[src/rtl/vga_timing_pkg.sv]
// Shared VGA timing constants and sync FSM state type.
// The sync generator uses the same constants, so both ends agree on the timing.
package vga_timing_pkg;

   localparam int H_TOTAL    = 800;
   localparam int V_TOTAL    = 525;
   localparam int H_ACTIVE   = 640;
   localparam int V_ACTIVE   = 480;
   localparam int H_SYNC     = 96;
   localparam int V_SYNC     = 2;
   localparam int H_EDGE_POS = 657;
   localparam int V_EDGE_POS = 491;
   localparam int LOCK_LINES = 4;
   localparam int CNT_W      = 11;
   localparam int POS_W      = 10;

   typedef enum logic [1:0] {
      SEARCH,
      ACQUIRE,
      LOCKED
   } sync_state_t;

endpackage

[src/rtl/sync_edge_detect.sv]
// Registers one sync line and flags its rising edge one cycle after the input rises.
module sync_edge_detect (
   input  logic clk,
   input  logic rst_n,
   input  logic i_sync,
   output logic o_rise
);

   logic r_sync;
   logic r_prev;

   always_ff @(posedge clk or negedge rst_n) begin
      if (!rst_n) begin
         r_sync <= 1'b0;
         r_prev <= 1'b0;
      end else begin
         r_sync <= i_sync;
         r_prev <= r_sync;
      end
   end

   assign o_rise = r_sync & ~r_prev;

endmodule

[src/rtl/vga_sync_decoder.sv]
// Recovers hpos/vpos, line period, lines per frame and timing lock from hsync/vsync.
// Optional SYNC_STATS_EN adds a saturating lock-loss counter output.
//
// state   | meaning
// SEARCH  | no timing reference; waiting for an hsync rise
// ACQUIRE | collecting consecutive equal line periods
// LOCKED  | line period stable; locked=1
module vga_sync_decoder
   import vga_timing_pkg::*;
(
   input  logic             clk,
   input  logic             rst_n,
   input  logic             hsync_in,
   input  logic             vsync_in,
   output logic [POS_W-1:0] hpos,
   output logic [POS_W-1:0] vpos,
   output logic             active,
   output logic             locked,
   output logic             new_frame,
   output logic [CNT_W-1:0] line_period,
   output logic [POS_W-1:0] frame_lines
`ifdef SYNC_STATS_EN
   ,
   output logic [15:0]      lock_loss_cnt
`endif
);

   localparam int MATCH_W = $clog2(LOCK_LINES);
   localparam logic [POS_W-1:0]   H_LAST     = POS_W'(H_TOTAL - 1);
   localparam logic [POS_W-1:0]   V_LAST     = POS_W'(V_TOTAL - 1);
   localparam logic [POS_W-1:0]   H_LOAD     = POS_W'(H_EDGE_POS);
   localparam logic [POS_W-1:0]   V_LOAD     = POS_W'(V_EDGE_POS);
   localparam logic [POS_W-1:0]   H_ACT      = POS_W'(H_ACTIVE);
   localparam logic [POS_W-1:0]   V_ACT      = POS_W'(V_ACTIVE);
   // The reference period is itself the first equal period, so lock needs LOCK_LINES-1 repeats.
   localparam logic [MATCH_W-1:0] MATCH_LOCK = MATCH_W'(LOCK_LINES - 2);

   logic w_h_rise;
   logic w_v_rise;
   logic w_h_wrap;
   logic w_timeout;
   logic w_period_eq;

   logic [POS_W-1:0]   r_hpos;
   logic [POS_W-1:0]   r_vpos;
   logic [CNT_W-1:0]   r_period_cnt;
   logic [CNT_W-1:0]   r_line_period;
   logic [CNT_W-1:0]   r_ref;
   logic [MATCH_W-1:0] r_match;
   logic [POS_W-1:0]   r_line_cnt;
   logic [POS_W-1:0]   r_frame_lines;
   logic               r_new_frame;
   sync_state_t        r_state;
   sync_state_t        w_next;

   sync_edge_detect u_hsync_edge (
      .clk    (clk),
      .rst_n  (rst_n),
      .i_sync (hsync_in),
      .o_rise (w_h_rise)
   );

   sync_edge_detect u_vsync_edge (
      .clk    (clk),
      .rst_n  (rst_n),
      .i_sync (vsync_in),
      .o_rise (w_v_rise)
   );

   assign w_h_wrap    = (r_hpos == H_LAST) && !w_h_rise;
   assign w_timeout   = &r_period_cnt;
   assign w_period_eq = (r_period_cnt == r_ref);

   always_ff @(posedge clk or negedge rst_n) begin
      if (!rst_n) begin
         r_hpos        <= '0;
         r_vpos        <= '0;
         r_period_cnt  <= '0;
         r_line_period <= '0;
         r_line_cnt    <= '0;
         r_frame_lines <= '0;
         r_new_frame   <= 1'b0;
      end else begin
         r_new_frame <= w_v_rise;

         if (w_h_rise)      r_hpos <= H_LOAD;
         else if (w_h_wrap) r_hpos <= '0;
         else               r_hpos <= r_hpos + 1'b1;

         if (w_v_rise)      r_vpos <= V_LOAD;
         else if (w_h_wrap) r_vpos <= (r_vpos == V_LAST) ? '0 : r_vpos + 1'b1;

         if (w_h_rise) begin
            r_period_cnt  <= CNT_W'(1);
            r_line_period <= r_period_cnt;
         end else if (!w_timeout) begin
            r_period_cnt  <= r_period_cnt + 1'b1;
         end

         // An hsync rise coincident with the vsync rise opens the new frame's count.
         if (w_v_rise) begin
            r_frame_lines <= r_line_cnt;
            r_line_cnt    <= {{(POS_W-1){1'b0}}, w_h_rise};
         end else if (w_h_rise && !(&r_line_cnt)) begin
            r_line_cnt    <= r_line_cnt + 1'b1;
         end
      end
   end

   always_ff @(posedge clk or negedge rst_n) begin
      if (!rst_n) r_state <= SEARCH;
      else        r_state <= w_next;
   end

   always_comb begin
      w_next = r_state;
      if (w_timeout) begin
         w_next = SEARCH;
      end else if (w_h_rise) begin
         case (r_state)
            SEARCH:  w_next = ACQUIRE;
            ACQUIRE: if (w_period_eq && r_match == MATCH_LOCK) w_next = LOCKED;
            LOCKED:  if (!w_period_eq) w_next = SEARCH;
            default: w_next = SEARCH;
         endcase
      end
   end

   always_comb begin
      locked = (r_state == LOCKED);
      active = locked && (r_hpos < H_ACT) && (r_vpos < V_ACT);
   end

   always_ff @(posedge clk or negedge rst_n) begin
      if (!rst_n) begin
         r_ref   <= '0;
         r_match <= '0;
      end else if (w_h_rise && !w_timeout) begin
         case (r_state)
            SEARCH: begin
               r_ref   <= '0;
               r_match <= '0;
            end
            ACQUIRE: begin
               if (w_period_eq) begin
                  r_match <= r_match + 1'b1;
               end else begin
                  r_ref   <= r_period_cnt;
                  r_match <= '0;
               end
            end
            default: ;
         endcase
      end
   end

`ifdef SYNC_STATS_EN
   logic [15:0] r_loss_cnt;

   always_ff @(posedge clk or negedge rst_n) begin
      if (!rst_n)
         r_loss_cnt <= '0;
      else if (r_state == LOCKED && w_next == SEARCH && r_loss_cnt != 16'hFFFF)
         r_loss_cnt <= r_loss_cnt + 16'd1;
   end

   assign lock_loss_cnt = r_loss_cnt;
`endif

   assign hpos        = r_hpos;
   assign vpos        = r_vpos;
   assign new_frame   = r_new_frame;
   assign line_period = r_line_period;
   assign frame_lines = r_frame_lines;

endmodule

[config.mk]
export PLATFORM = sky130hd
export DESIGN_NAME = vga_sync_decoder
export DESIGN_NICKNAME = d
export VERILOG_FILES = /design/src/rtl/vga_timing_pkg.sv /design/src/rtl/sync_edge_detect.sv /design/src/rtl/vga_sync_decoder.sv
export SDC_FILE = /design/constraint.sdc
export NUM_CORES = 1
export LEC_CHECK = 0
export CAP_MARGIN = 20
export CORE_MARGIN = 1.5
export CORE_UTILIZATION = 50
export CTS_CLUSTER_SIZE = 20
export DETAILED_ROUTE_END_ITERATION = 10
export PLACE_DENSITY = 0.8
export REMOVE_ABC_BUFFERS = 1
export SETUP_SLACK_MARGIN = 0.2
export SLEW_MARGIN = 20
export SYNTH_ARGS = -nofsm -noshare
export SYNTH_HDL_FRONTEND = slang
export SYNTH_SLANG_ARGS = --single-unit
[constraint.sdc]
create_clock -name clk -period 2.2 [get_ports clk]
set_input_delay 0.33 -clock clk [delete_from_list [all_inputs] [get_ports clk]]
set_output_delay 0.33 -clock clk [all_outputs]
set_load 0.1 [all_outputs]
==> reports/metrics.cfg <==
[timing]
timing.final.crit_share = 0.8758
setup_tns_ns = 0
worst_slew_pin_slew_ns = 0.6722
fin_ws_ns = 0.2733
max-slew-margin-rel = 0.5514
hold_ws_ns = 0.3867
clock_skew_ns = 0.01374
fmax_mhz = 519.0
slew_viol_final = 0
finalSetupViolCount = 0
period_needed_ns = 1.927
rsz0062_at_grt = true
finalHoldViolations = 0

[global_routing]
gr-max-usage-layer = met2
grt_max_degree = 38
grt_use_met2 = 0.3358
met3_usage = 0.04146
grt_use_met1 = 0.2904
grt_pass1_vias = 2944
grt_overflow = 0
grt_pass1_wl_um = 14270
grt_usage = 0.2126
antenna_found_initial = 0

[run_status]
status = finished clean

[placement]
dp_hpwl_um = 5906
place_ws_ns = 0.1329
gp_congestion = 0.8894
io_buffers = 47
placed_cell_area_sq_um = 4453

[min_path]
hp-class = reg -> reg
min-delay-start = u_vsync_edge.r_sync$_DFF_PN0_

[worst_setup_path]
critPathArrivalTime_ns = 2.20
r2r-start = hpos[1]$_DFF_PN0_
cp_max_fo = 11
critPathCapture = vpos[4]$_DFFE_PN0P_
reg2reg_depth = 6
crit_path_start_kind = register
r2r-end = vpos[4]$_DFFE_PN0P_
cp-end-kind = register
r2r_setup_slack_ns = 0.27
startpoint = hpos[1]$_DFF_PN0_
crit_type = reg -> reg
worstPathRequired_ns = 2.48

[die]
initial_core_util = 0.5156
fp.dieArea_sq_um = 8470
ios = 48
core-area_sq_um = 7687
die_y_um = 92.04
die_x_um = 92.04
placement_rows = 32

[logic_synthesis]
synth_area_leader_cell = dfrtp_1
ys_top_cells_by_area = dfrtp_1 (52%), nand2_1 (9.7%), xnor2_1 (4.4%), o211ai_2 (3.2%), nand3_1 (2.9%)
synth_most_common_cell = nand2_1
async_flop_share = 1.000
synth_area_per_cell_sq_um = 9.621
ys_warn_count = 0
synth_cells = 412
synth_common_cells = nand2_1 (102), dfrtp_1 (82), nor2_1 (30), nand3_1 (23), xnor2_1 (20)
synth.distinct_cells = 46
syn_area_sq_um = 3964
synth-main-ff-cell = dfrtp_1
synth_top_area_share = 0.5177
ys_seq_area_frac = 0.5177
synth_edf_count = 0
ys_ff_latch = 82

[cts]
htreeDepth = 3
clk_latency_ns = 0.36
cts_buffer_depth = 2
cts_buffers = 9
cts_sinks = 82
clkTransAtPathRegs_ns = 0.09
cts_tree = built
cts_root_buf = clkbuf_8

[final_layout]
nets = 471
syn_to_final_growth_pct = 19.00
drive_above_1_share = 0.2103
design_area_sq_um = 4717
antenna_cells = 0
n_fill_cell = 628
multi_input_area_sq_um = 1765
final-seq-area_sq_um = 2056

[routing]
ant_nets = 0
drt-pass1-iter-count = 5
vias_per_cell = 5.521
wl_per_cell_um = 14.96
vias = 3136
wl_um = 8500
drt_iter0_drc = 219
route.detailed.drc = 0

[power]
power.density_nw_per_um2 = 914.0
ir_worst_vdd_v = 0.0007703
p_leak_nw = 2.203

[run]
cap_violations = 0

[worst max-delay path: stages, from the launching register on]
cell and delay [ns]:
dfrtp_1 0.40, ha_1 0.21, and4_2 0.29, and4_4 0.31
nand4_1 0.14, or3_1 0.33, a21oi_1 0.15
[layout make-up]
| cell class | instances | share of cell area |
|---|---|---|
| flip-flops and latches | 82 | 0.4358 |
| multi-input cells | 298 | 0.3743 |
| repair buffers | 62 | 0.1090 |
| clock buffers | 13 | 0.03793 |
| well taps | 102 | 0.02706 |
| clock inverters | 3 | 0.009549 |
| inverters | 8 | 0.006366 |
[placed cells by master, fill, tap and decap left out, types with 2 or more instances in the layout]
| cell type | n |
|---|---|
| nand3b_1 | 2 |
| ha_1 | 6 |
| a21oi_1 | 7 |
| nor2_1 | 30 |
| and4b_1 | 2 |
| o311ai_0 | 2 |
| buf_12 | 3 |
| mux2i_1 | 2 |
| or3_1 | 4 |
| nor3_1 | 6 |
| o211ai_2 | 10 |
| and3_1 | 7 |
| nor3_2 | 2 |
| nand4_1 | 12 |
| nor2b_1 | 5 |
| nand3_1 | 23 |
| clkinvlp_4 | 2 |
| clkdlybuf4s50_1 | 2 |
| o21ai_0 | 13 |
| and4_1 | 2 |
| buf_4 | 55 |
| xor2_1 | 13 |
| xnor2_1 | 20 |
| nand2b_1 | 3 |
| dfrtp_2 | 3 |
| clkbuf_8 | 13 |
| a31oi_1 | 4 |
| nand2_1 | 102 |
| dfrtp_1 | 79 |
| o211ai_1 | 3 |
| inv_1 | 8 |
[metrics by stage]
step	cells	utilization	power, mW
global placement	550	0.5793	3.096
global route	568	0.6136	4.512
CTS	567	0.6104	4.319
detailed placement	550	0.5793	3.130
floorplan	388	-	2.780
finish	568	0.6136	4.311
[how the worst min path moves through the flow]
stage | cells after the start | endpoint | slack, ns
after floorplan | 0 | frame_lines[0]$_DFFE_PN0P_ | 0.03
after CTS | 0 | u_vsync_edge.r_prev$_DFF_PN0_ | 0.39
after global routing | 1 | u_vsync_edge.r_sync$_DFF_PN0_ | 0.40
final | 0 | u_vsync_edge.r_prev$_DFF_PN0_ | 0.39
after detailed placement | 1 | vpos[6]$_DFFE_PN0P_ | 0.25
after global placement | 1 | vpos[7]$_DFFE_PN0P_ | 0.25
[per-layer routing]
metal | wire length, um | vias up
met2 | 4132 | 95
li1 | - | 1503
met5 | 0 | -
met3 | 386 | 13
met1 | 3852 | 1525
met4 | 127 | 0
[state kept, by name, indices dropped and copies added (netlist names)]
signal / count
frame_lines: 10
r_period_cnt: 11
r_match: 2
line_period: 11
u_hsync_edge.r_sync: 1
u_hsync_edge.r_prev: 1
r_state: 2
u_vsync_edge.r_sync: 1
u_vsync_edge.r_prev: 1
vpos: 10
r_ref: 11
r_line_cnt: 10
hpos: 10
new_frame: 1
[power breakdown]
group	switching, mW	leakage, nW	internal (mW)
combinational	0.897	1.04	0.350
clock	0.544	0.108	0.649
sequential	0.205	1.05	1.67
total	1.65	2.20	2.66
[cells by family (layout without fill, tap and decap cells)]
kind of cell	after synthesis	after routing	share of synthesized area
xor+xnor	33	33	0.07292
buf+inv	32	86	0.04072
compound gates	48	48	0.09375
fa+ha+maj	6	6	0.01894
simple gates	209	209	0.2509
mux	2	2	0.005051
flops	82	82	0.5177
[what timing repair did]
| action | CTS | global route |
|---|---|---|
| setup buffers | 0 | 1 |
| hold buffers | 1 | 0 |
| resized for setup | 4 | 8 |
| endpoints found under the setup margin | 11 | 18 |
| endpoints found under the hold margin | 22 | 0 |
| pin swaps | 0 | 0 |
Note: power is estimated with default switching activity, not from simulation.
